<file path="src/rtl/nibble_deserializer_if.sv">
// Handshake bundle between the serial source, the deserializer and the register stage.
interface nibble_deserializer_if;
   logic       start;
   logic       sin;
   logic       sin_valid;
   logic       out_ready;
   logic [3:0] nib;
   logic       nib_valid;
   logic       busy;
   logic       frame_err;

   // Source/consumer side
   modport master (
      output start, sin, sin_valid, out_ready,
      input  nib, nib_valid, busy, frame_err
   );

   // Deserializer side
   modport slave (
      input  start, sin, sin_valid, out_ready,
      output nib, nib_valid, busy, frame_err
   );
endinterface

</file>
<file path="src/rtl/nibble_deserializer.sv">
// Framed serial-to-parallel front end producing a 4-bit nibble on valid/ready.
// Optional even-parity check per frame: define NIBBLE_DESER_PARITY_EN.
module nibble_deserializer #(
   parameter bit MSB_FIRST = 1'b1
) (
   input logic                  clk,
   input logic                  rst_n,
   nibble_deserializer_if.slave bus
);

   localparam int unsigned NIB_W = 4;
   localparam int unsigned CNT_W = 2;

   typedef enum logic [1:0] {
      IDLE = 2'd0,
      RECV = 2'd1,
`ifdef NIBBLE_DESER_PARITY_EN
      PAR  = 2'd2,
`endif
      OUT  = 2'd3
   } state_t;

   state_t             state, state_nxt;
   logic [NIB_W-1:0]   sreg, sreg_nxt, shifted_c;
   logic [CNT_W-1:0]   cnt, cnt_nxt;
   logic [NIB_W-1:0]   nib_q, nib_nxt;
   logic               valid_q, valid_nxt;
   logic               busy_q, busy_nxt;
   logic               err_q, err_nxt;

   // Shift-register input path for the selected bit order
   generate
      if (MSB_FIRST) begin : g_msb
         assign shifted_c = {sreg[NIB_W-2:0], bus.sin};
      end else begin : g_lsb
         assign shifted_c = {bus.sin, sreg[NIB_W-1:1]};
      end
   endgenerate

   // State register
   always_ff @(posedge clk or negedge rst_n) begin
      if (!rst_n) state <= IDLE;
      else        state <= state_nxt;
   end

   // Next-state, datapath and next-output decode
   always_comb begin
      state_nxt = state;
      sreg_nxt  = sreg;
      cnt_nxt   = cnt;
      err_nxt   = 1'b0;

      case (state)
         IDLE: begin
            if (bus.start) begin
               state_nxt = RECV;
               sreg_nxt  = '0;
               cnt_nxt   = '0;
            end
         end
         RECV: begin
            if (bus.start) begin
               // abort: restart the frame, ignore any same-cycle bit
               err_nxt  = 1'b1;
               sreg_nxt = '0;
               cnt_nxt  = '0;
            end else if (bus.sin_valid) begin
               sreg_nxt = shifted_c;
               cnt_nxt  = cnt + CNT_W'(1);
               if (cnt == CNT_W'(NIB_W - 1)) begin
`ifdef NIBBLE_DESER_PARITY_EN
                  state_nxt = PAR;
`else
                  state_nxt = OUT;
`endif
               end
            end
         end
`ifdef NIBBLE_DESER_PARITY_EN
         PAR: begin
            if (bus.start) begin
               state_nxt = RECV;
               err_nxt   = 1'b1;
               sreg_nxt  = '0;
               cnt_nxt   = '0;
            end else if (bus.sin_valid) begin
               if ((^sreg) ^ bus.sin) begin
                  // odd parity: drop the nibble
                  state_nxt = IDLE;
                  err_nxt   = 1'b1;
                  sreg_nxt  = '0;
                  cnt_nxt   = '0;
               end else begin
                  state_nxt = OUT;
               end
            end
         end
`endif
         OUT: begin
            if (bus.out_ready) begin
               state_nxt = IDLE;
               sreg_nxt  = '0;
               cnt_nxt   = '0;
            end
         end
         default: begin
            state_nxt = IDLE;
            sreg_nxt  = '0;
            cnt_nxt   = '0;
         end
      endcase

      valid_nxt = (state_nxt == OUT);
      nib_nxt   = valid_nxt ? sreg_nxt : '0;
      busy_nxt  = (state_nxt != IDLE);
   end

   // Datapath and output registers
   always_ff @(posedge clk or negedge rst_n) begin
      if (!rst_n) begin
         sreg    <= '0;
         cnt     <= '0;
         nib_q   <= '0;
         valid_q <= 1'b0;
         busy_q  <= 1'b0;
         err_q   <= 1'b0;
      end else begin
         sreg    <= sreg_nxt;
         cnt     <= cnt_nxt;
         nib_q   <= nib_nxt;
         valid_q <= valid_nxt;
         busy_q  <= busy_nxt;
         err_q   <= err_nxt;
      end
   end

   assign bus.nib       = nib_q;
   assign bus.nib_valid = valid_q;
   assign bus.busy      = busy_q;
   assign bus.frame_err = err_q;

endmodule

</file>
<file path="src/flat_wrapper.sv">
// flat-port wrapper written by rule: the top's interface ports become plain ports
module nibble_deserializer_flat 
#(
   parameter bit MSB_FIRST = 1'b1
)
  (clk, rst_n, bus_start, bus_sin, bus_sin_valid, bus_out_ready, bus_nib, bus_nib_valid, bus_busy, bus_frame_err);
  nibble_deserializer_if bus_i ();
  input logic clk;
  input logic rst_n;
  input wire logic [$bits(bus_i.start)-1:0] bus_start;
  input wire logic [$bits(bus_i.sin)-1:0] bus_sin;
  input wire logic [$bits(bus_i.sin_valid)-1:0] bus_sin_valid;
  input wire logic [$bits(bus_i.out_ready)-1:0] bus_out_ready;
  output wire logic [$bits(bus_i.nib)-1:0] bus_nib;
  output wire logic [$bits(bus_i.nib_valid)-1:0] bus_nib_valid;
  output wire logic [$bits(bus_i.busy)-1:0] bus_busy;
  output wire logic [$bits(bus_i.frame_err)-1:0] bus_frame_err;
  assign bus_i.start = bus_start;
  assign bus_i.sin = bus_sin;
  assign bus_i.sin_valid = bus_sin_valid;
  assign bus_i.out_ready = bus_out_ready;
  assign bus_nib = bus_i.nib;
  assign bus_nib_valid = bus_i.nib_valid;
  assign bus_busy = bus_i.busy;
  assign bus_frame_err = bus_i.frame_err;
  nibble_deserializer #(.MSB_FIRST(MSB_FIRST)) u_core (.clk(clk), .rst_n(rst_n), .bus(bus_i));
endmodule
</file>
<file path="config.mk">
export PLATFORM = sky130hd
export DESIGN_NAME = nibble_deserializer_flat
export DESIGN_NICKNAME = d
export VERILOG_FILES = /design/src/rtl/nibble_deserializer_if.sv /design/src/rtl/nibble_deserializer.sv /design/src/flat_wrapper.sv
export SDC_FILE = /design/constraint.sdc
export NUM_CORES = 1
export LEC_CHECK = 0
export CORE_AREA = 2 2 39 41
export CTS_BUF_LIST = sky130_fd_sc_hd__clkbuf_16
export DETAILED_ROUTE_END_ITERATION = 12
export DIE_AREA = 0 0 41 43
export PLACE_DENSITY = 0.67
export SLEW_MARGIN = 20
export SYNTH_ARGS = -nofsm -noshare
export SYNTH_HDL_FRONTEND = slang
export SYNTH_SLANG_ARGS = --single-unit
</file>
<file path="constraint.sdc">
create_clock -name clk -period 1.5 [get_ports clk]
set_input_delay 0.225 -clock clk [delete_from_list [all_inputs] [get_ports clk]]
set_output_delay 0.225 -clock clk [all_outputs]
set_load 0.03 [all_outputs]
</file>
After elaboration in Yosys (flattened, before gate mapping) --
Cells that the tools add are included.
Operators by class: add/subtract/negate cells 1, eq/ne operators 7, mux-type cells 19, reductions and logical operators 3
Operators by type and width (count):
- $mux 4 | 5
- $mux 2 | 9
- $pmux 2 s3 | 2
- $pmux 4 s3 | 1
- $eq 2x2->1 const B | 3
- $ne 2x2->1 const B | 2
- $ne 3x3->1 const B | 1
- $reduce_and 3->1 | 1
- $add 2x1->2 const B | 1
- $eq 2x1->1 const B | 1
- $logic_not 2->1 | 1
- $mux 1 | 2
- $reduce_bool 2->1 | 1
Word-level totals: register bits 15, input bits 6

Logic depth before layout (Yosys ltp) --
Gate-level depths: netlist of run 1.
depth after elaboration 7, mapped depth 4, mapped depth without buffers 4

Worst setup path after synthesis of run 1 --
No wires, ideal clock.
path kind register to register, start point register u_core.state[1], end point register u_core.cnt[0], library setup time 0.125 ns, data arrival time 1.083 ns, required time 1.375 ns, setup slack 0.293 ns, cell stages (with the launch flop) 4, period minus slack after synthesis 1.207 ns, cells stage by stage dfrtp_1 -> and3b_1 -> or2_1 -> mux2_2
Between the ends: longest elaborated chain between the ends 3, elaborated cells between the ends (all ways) 8, those cells by class 5 x eq/ne; 1 x mux; 2 x reduce/logical
Ends and longest elaborated chain:
- start: declaration | line nibble_deserializer.sv:23 | state_t state, state_nxt;
- start signal: assignment | line nibble_deserializer.sv:43 | else state <= state_nxt;
- $eq 2x1->1, or another cell as far along | line nibble_deserializer.sv:53 | case (state)
- $ne 3x3->1 (no line) / $ne 2x2->1 (equally long branches)
- $reduce_and 3->1 (no line)
- end signal: assignment | line nibble_deserializer.sv:129 | cnt <= cnt_nxt;
- end: declaration | line nibble_deserializer.sv:25 | logic [CNT_W-1:0] cnt, cnt_nxt;
Parallel ways exist; a longest one is shown, timed or not. A chain may end at the register's enable or synchronous reset.

Final worst setup path of run 1 --
start point register u_core.nib_q[0], in the netlist u_core.bus.nib[0], end point output port bus_nib[0]
RTL lines:
- start: declaration | line nibble_deserializer.sv:26 | logic [NIB_W-1:0] nib_q, nib_nxt;
- start signal: assignment | line nibble_deserializer.sv:130 | nib_q <= nib_nxt;
- end: declaration | line flat_wrapper.sv:14 | output wire logic [$bits(bus_i.nib)-1:0] bus_nib;
No word-level cell between the ends.

==> summary.txt, run 1 <==
Final hold violation count: 0
Total Routed Length: 1.014 mm
Avg Inst Size Synth: 11.91 sq um
Synthesized flop and latch total: 15
Period utilisation layout: 0.9710
Clock tree from TritonCTS: built
Detailed-routing iteration count for the pre-antenna-repair pass: 4
RSZ-0062 raised after global routing: no
Share of the core filled with cells in the final layout: 0.5940
Worst path slowest cell: clkdlybuf4s50_1
Total clock sinks: 15
CTS max path bufs: 2
WP data arrival: 1.23 ns
Required time reported for the critical path endpoint: 1.27 ns
CTS resizes: 0
Buffers & Inverters on Critical Path: 1
Area delta synth->final: 43.76%
Type of the tightest min-delay check: in -> async
Top cell type's share of synthesized area: 0.6565
Placer's final routability congestion estimate: 0.7183
Leakage power: 0.4013 nW
Wire length of the first global-routing pass: 1.669 mm
Cells after Synth: 48
CTS H-tree lvls: 1
Initial antenna violation count: 0
Worst-case setup slack after placement: -0.04279 ns
Max Cap Viol: 0
Final sum of negative setup slack: 0 ns
Diodes inserted: 0
Post-route DRC: 0
Area of the mapped netlist: 571.8 sq um
Slowest cell delay on critical path: 0.66 ns
Worst slew margin: 0.7827
Total of hold buffers inserted after clock tree synthesis: 0
Clock transition at the registers of the reported paths: 0.05 ns
Async SR Flop Fraction: 1.000
Count of antenna-violating nets left after detailed routing: 0
Top cell family by delay on the critical path: buffers and inverters
Distinct cell type count after synthesis: 16
Clock tree skew after final layout: 0.003308 ns
Final critical-path required period: 1.456 ns
Horiz. Die Dim: 41 microns
Post-route worst setup slack: 0.04352 ns
Worst Setup End Kind: output pin
Clock buffers created by TritonCTS: 3
Met2 wire length: 497 microns
Leading cell types by count after synthesis: dfrtp_1, nand2_1, a21oi_1, o21ai_0, inv_1
Uppermost layer routed: met4
Cell types with the largest area share after synthesis: dfrtp_1, a21oi_1, nand2_1, o21ai_0, a211oi_2
Die footprint: 1763 sq um
Status: finished clean
Startpoint-to-endpoint class of the critical path: reg -> out
Via-per-instance ratio: 5.131
Via count of the first global-routing pass: 381
Worst setup SP type: flop
Standard-cell row count: 14
Worst-path fanout max: 1
Placed wire-length estimate: 710.3 microns
Maximum number of pins on one net before global-route repair: 16
Initial drt markers: 11
Setup Fix Bufs, Post-CTS: 0
Die height: 43 microns
Overall Global Routing Usage: 0.1467
Initial core utilization: 0.4132
Worst path cell trace: clkdlybuf4s50_1
Power density cells: 1213 nW/um^2
Library cell occupying the most area in the post-synthesis netlist: dfrtp_1
Syn Nets: 55
Via Count: 431
Count of input and output buffers: 12
Fmax: 0.6866 GHz
Cell with the most instances after synthesis: dfrtp_1
Routed met1 length: 417 microns
Max Slew Vio Count: 0
Met3 Routed Length: 88 microns
I/O pin cnt: 13
Post-layout nets: 76
Routed wire per std cell: 12.07 microns
Most used flip-flop cell after synthesis: dfrtp_1
Proportion of synthesized chip area in sequential cells: 0.6565
Count of endpoints failing setup in the final report: 0
Clk Tree Root Cell: clkbuf_16
Slew of the pin with the lowest slew margin: 0.3254 ns
Peak ir drop on the vdd network: 847.4 uV
Number of enable flip-flop cells after synthesis: 0
Count of yosys warnings during synthesis: 0
Fraction of layout instances using a drive strength above 1: 0.1618
Latest clock arrival within the worst-skew pair: 0.24 ns
Total gr overflow: 0
Core footprint: 1384 sq um
kinds of logic after synthesis:
family,Yosys count,synth area share
flip-flops,15,0.6565
AO/OA/AOI/OAI,14,0.1422
AND/OR/NAND/NOR,14,0.1401
buffers and inverters,3,0.01969
multiplexers,1,0.01969
adder cells (fa/ha/maj),1,0.02188
state kept, by name, indices dropped and copies added (netlist names):
| name | count |
|---|---|
| u_core.bus.nib | 4 |
| u_core.sreg | 4 |
| u_core.cnt | 2 |
| u_core.state | 2 |
| u_core.bus.busy | 1 |
| u_core.bus.frame_err | 1 |
| u_core.bus.nib_valid | 1 |
final timing paths:
path                       slack [ns]                    to  cells after the start              start
max in group asynchronous        1.03        u_core.sreg[1]                      2              rst_n
max reg2reg                      0.20         u_core.cnt[0]                      3    u_core.state[1]
min reg2reg                      0.48        u_core.sreg[1]                      2     u_core.sreg[0]
max                              0.04            bus_nib[0]                      1  u_core.bus.nib[0]
min in group clk                 0.48        u_core.sreg[1]                      2     u_core.sreg[0]
min                              0.30  u_core.bus.nib_valid                      2              rst_n
layer usage:
metal	global-route usage	vias up
li1	-	207
met1	0.1897	207
met2	0.1969	15
met3	0.05236	2
met4	0.1000	0
met5	0	-
final cells by class:
type	instances	area, sq um
timing repair buffer	16	150.1
multi-input combinational	30	185.2
tap	16	20.02
sequential	15	375.4
fill	118	561.8
clock inverter	1	5.005
inverter	3	11.26
clock buffer	3	75.07
cells in the final DEF, fill, tap and decap left out:
| cell | n |
|---|---|
| a211oi_2 | 1 |
| a21oi_1 | 7 |
| a22o_1 | 1 |
| and3_1 | 1 |
| and3b_1 | 1 |
| and4bb_2 | 1 |
| buf_4 | 4 |
| clkbuf_16 | 3 |
| clkdlybuf4s50_1 | 12 |
| clkinv_2 | 1 |
| dfrtp_1 | 15 |
| ha_1 | 1 |
| inv_1 | 3 |
| mux2_2 | 1 |
| nand2_1 | 8 |
| nor2b_1 | 1 |
| nor4bb_1 | 1 |
| o21ai_0 | 4 |
| o21ai_1 | 1 |
| or2_1 | 1 |
stage by stage:
step / total power, mW / instance area (sq um) / hold WS, ns / cells
after floorplan: 0.4583 / 571.8 / -0.07059 / 48
after global placement: 0.4994 / 742.0 / 0.4654 / 80
after detailed placement: 0.5002 / 742.0 / 0.4694 / 80
after CTS: 1.012 / 822.0 / 0.3053 / 84
after global routing: 1.045 / 822.0 / 0.3219 / 84
final: 0.9968 / 822.0 / 0.2972 / 84
report_power, final:
| part | leakage (nW) | internal (mW) | switching (mW) |
|---|---|---|---|
| logic | 0.166 | 0.0357 | 0.0330 |
| clock network | 0.0409 | 0.355 | 0.149 |
| registers | 0.195 | 0.418 | 0.00651 |
Power figures use the tool's default switching activity.
==> run 2: changes to the inputs <==
--- a/config.mk
+++ b/config.mk
@@ -5,11 +5,9 @@
 export SDC_FILE = /design/constraint.sdc
 export NUM_CORES = 1
 export LEC_CHECK = 0
-export CORE_AREA = 2 2 39 41
-export CTS_BUF_LIST = sky130_fd_sc_hd__clkbuf_16
+export CORE_UTILIZATION = 40
 export DETAILED_ROUTE_END_ITERATION = 12
-export DIE_AREA = 0 0 41 43
-export PLACE_DENSITY = 0.67
+export PLACE_DENSITY = 0.63
 export SLEW_MARGIN = 20
 export SYNTH_ARGS = -nofsm -noshare
 export SYNTH_HDL_FRONTEND = slang
==> run 2 against run 1 <==
Setup slack gained 0.16 ns. Clock power shrank 54%. Non-clock buffer count shrank 1. Maximum frequency grew 12%. Worst hold slack lost 0.056 ns. Final cell count shrank 2.4%. Clock skew grew 0.011 ns. Combinational power shrank 7.6%. Routed wire length shrank 0.89%. Die area shrank 10%. Core utilization shrank 2.0 points. Highest routed layer unchanged.
==> summary.txt, run 2 (synthesized netlist as in run 1, its figures left out) <==
Total clock sinks: 15 (unchanged)
Worst slew margin: 0.7910 (was 0.7827)
I/O pin cnt: 13 (unchanged)
Via-per-instance ratio: 4.915 (was 5.131)
Via count of the first global-routing pass: 362 (was 381)
Diodes inserted: 0 (unchanged)
Max Cap Viol: 0 (unchanged)
RSZ-0062 raised after global routing: no (unchanged)
Reg2reg start: u_core.state[1] (unchanged)
Type of the tightest min-delay check: in -> async (unchanged)
Count of input and output buffers: 12 (unchanged)
Layout Cell Area excl Fill: 755.7 sq um (was 822.0 sq um)
Detailed-routing iteration count for the pre-antenna-repair pass: 3 (was 4)
Worst setup SP type: flop (unchanged)
Peak ir drop on the vdd network: 458.2 uV (was 847.4 uV)
Worst Setup End Kind: flop (was output pin)
Clock transition at the registers of the reported paths: 0.10 ns (was 0.05 ns)
Post-route DRC: 0 (unchanged)
Core footprint: 1318 sq um (was 1384 sq um)
Area delta synth->final: 32.17% (was 43.76%)
Slew of the pin with the lowest slew margin: 0.3131 ns (was 0.3254 ns)
Fmax: 0.7695 GHz (was 0.6866 GHz)
Setup Fix Bufs, Post-CTS: 0 (unchanged)
WP data arrival: 1.48 ns (was 1.23 ns)
GRT met3 Usage: 0.05114 (was 0.05236)
Final critical-path required period: 1.300 ns (was 1.456 ns)
Routed wire per std cell: 12.26 microns (was 12.07 microns)
CTS max path bufs: 2 (unchanged)
Part of the total power dissipated in the clock network: 0.321 (was 0.505)
Initial antenna violation count: 0 (unchanged)
Fraction of layout instances using a drive strength above 1: 0.1493 (was 0.1618)
Total gr overflow: 0 (unchanged)
CTS H-tree lvls: 1 (unchanged)
Flop pwr share: 0.591 (was 0.426)
Latest clock arrival within the worst-skew pair: 0.29 ns (was 0.24 ns)
Count of endpoints failing setup in the final report: 0 (unchanged)
Via Count: 403 (was 431)
Power density cells: 947.2 nW/um^2 (was 1213 nW/um^2)
Switching pwr: 169.9 uW (was 188.7 uW)
Post-route worst setup slack: 0.2004 ns (was 0.04352 ns)
Clock tree from TritonCTS: built (unchanged)
Most used cells in the layout excluding fill and tap cells: dfrtp_1, nand2_1, a21oi_1 (was dfrtp_1, clkdlybuf4s50_1, nand2_1)
Wire length of the first global-routing pass: 1.600 mm (was 1.669 mm)
Cell internal power dissipation: 545.9 uW (was 808.1 uW)
Placer's final routability congestion estimate: 0.7348 (was 0.7183)
Final hold slack: 0.2411 ns (was 0.2972 ns)
Status: finished clean (unchanged)
Max Slew Vio Count: 0 (unchanged)
Placed instance count: 78 (was 80)
Worst-path fanout max: 8 (was 1)
Maximum number of pins on one net before global-route repair: 16 (unchanged)
Die height: 39.81 microns (was 43 microns)
Clk Tree Root Cell: clkbuf_4 (was clkbuf_16)
Start point of the critical path: u_core.state[1] (was u_core.bus.nib[0])
Initial drt markers: 2 (was 11)
Capture point of the worst path: u_core.cnt[0] (was bus_nib[0])
Post-layout nets: 75 (was 76)
Combinational power share: 0.089 (was 0.069)
M2 GR Usage: 0.2213 (was 0.1969)
Period utilisation layout: 0.8664 (was 0.9710)
Area after detailed placement: 733.2 sq um (was 742.0 sq um)
Placed wire-length estimate: 690.8 microns (was 710.3 microns)
Initial core utilization: 0.4340 (was 0.4132)
Share of the core filled with cells in the final layout: 0.5736 (was 0.5940)
Required time reported for the critical path endpoint: 1.69 ns (was 1.27 ns)
Commonest non-fill, non-tap cell in the layout: dfrtp_1 (unchanged)
Switching power as a share of total power: 0.2373 (was 0.1893)
Worst Reg-to-Reg Cells: 3 (unchanged)
Horiz. Die Dim: 39.81 microns (was 41 microns)
Global-route met1 utilization: 0.2238 (was 0.1897)
Overall Global Routing Usage: 0.1681 (was 0.1467)
Final hold violation count: 0 (unchanged)
Total Routed Length: 1.005 mm (was 1.014 mm)
End of the worst register-to-register path: u_core.cnt[0] (unchanged)
Post-layout instance count excluding filler cells: 82 (was 84)
Worst setup slack for register-to-register paths: 0.20 ns (about the same)
Die footprint: 1585 sq um (was 1763 sq um)
Clock buffers created by TritonCTS: 3 (unchanged)
Worst-case setup slack after placement: -0.08241 ns (was -0.04279 ns)
Leakage power: 0.4102 nW (was 0.4013 nW)
Clock tree skew after final layout: 0.01466 ns (was 0.003308 ns)
Total of hold buffers inserted after clock tree synthesis: 0 (unchanged)
Count of antenna-violating nets left after detailed routing: 0 (unchanged)
Startpoint-to-endpoint class of the critical path: reg -> reg (was reg -> out)
Standard-cell row count: 13 (was 14)
Layer with the highest usage: met1 (was met2)
## run 2: cell types whose count changed in the layout (fill, tap and decap cells not counted), sizes merged
| cell | before | now |
|---|---|---|
| dlymetal6s2s | 0 | 1 |
| buf | 4 | 3 |
| dlygate4sd2 | 0 | 6 |
| clkdlybuf4s50 | 12 | 5 |
## run 2: what timing repair did
action,CTS,global route
resized for setup,6,1
pin swaps,0,0
endpoints found under the setup margin,6,1
## run 2: power groups by stage
| stage | combinational, mW | clock, mW | sequential (mW) |
|---|---|---|---|
| final | 0.0635 | 0.230 | 0.423 |
| after global routing | 0.0711 | 0.269 | 0.424 |
| after CTS | 0.0647 | 0.243 | 0.423 |
| after detailed placement | 0.0662 | 0 | 0.431 |
| after global placement | 0.0649 | 0 | 0.430 |
| after floorplan | 0.0225 | 0 | 0.436 |
## run 2: final cells by class
type / count / area, sq um
clock buffer: 3 / 22.52
clock inverter: 1 / 5.005
fill: 121 / 561.8
inverter: 3 / 11.26
multi-input combinational: 30 / 185.2
sequential: 15 / 375.4
tap: 15 / 18.77
timing repair buffer: 15 / 137.6
## run 2: worst min-delay path by stage
stage / from / end / slack [ns] / cells after the start
4_1_cts: rst_n / u_core.bus.nib[3] / 0.24 / 2
3_3_place_gp: u_core.sreg[0] / u_core.sreg[1] / 0.47 / 2
2_1_floorplan: rst_n / u_core.bus.busy / -0.07 / 0
6_report: rst_n / u_core.bus.nib[3] / 0.24 / 2
3_5_place_dp: u_core.sreg[1] / u_core.sreg[2] / 0.47 / 2
5_1_grt: rst_n / u_core.sreg[3] / 0.25 / 2
## run 2: critical path, stage by stage (launching register included)
cell and delay [ns]:
dfrtp_1 0.46, and3b_1 0.24, or2_1 0.23, mux2_2 0.26
## run 2: stage by stage
stage	power [mW]	setup TNS (ns)
global placement	0.4952	-0.07137
floorplan	0.4583	0
global route	0.7643	0
CTS	0.7300	0
finish	0.7158	0
detailed placement	0.4971	-0.08771
## run 2: routing by layer
| metal | routed length (microns) | share of wire |
|---|---|---|
| met1 | 536 | 0.53 |
| met2 | 417 | 0.41 |
| met3 | 39 | 0.039 |
| met4 | 11 | 0.011 |
| met5 | 0 | 0 |
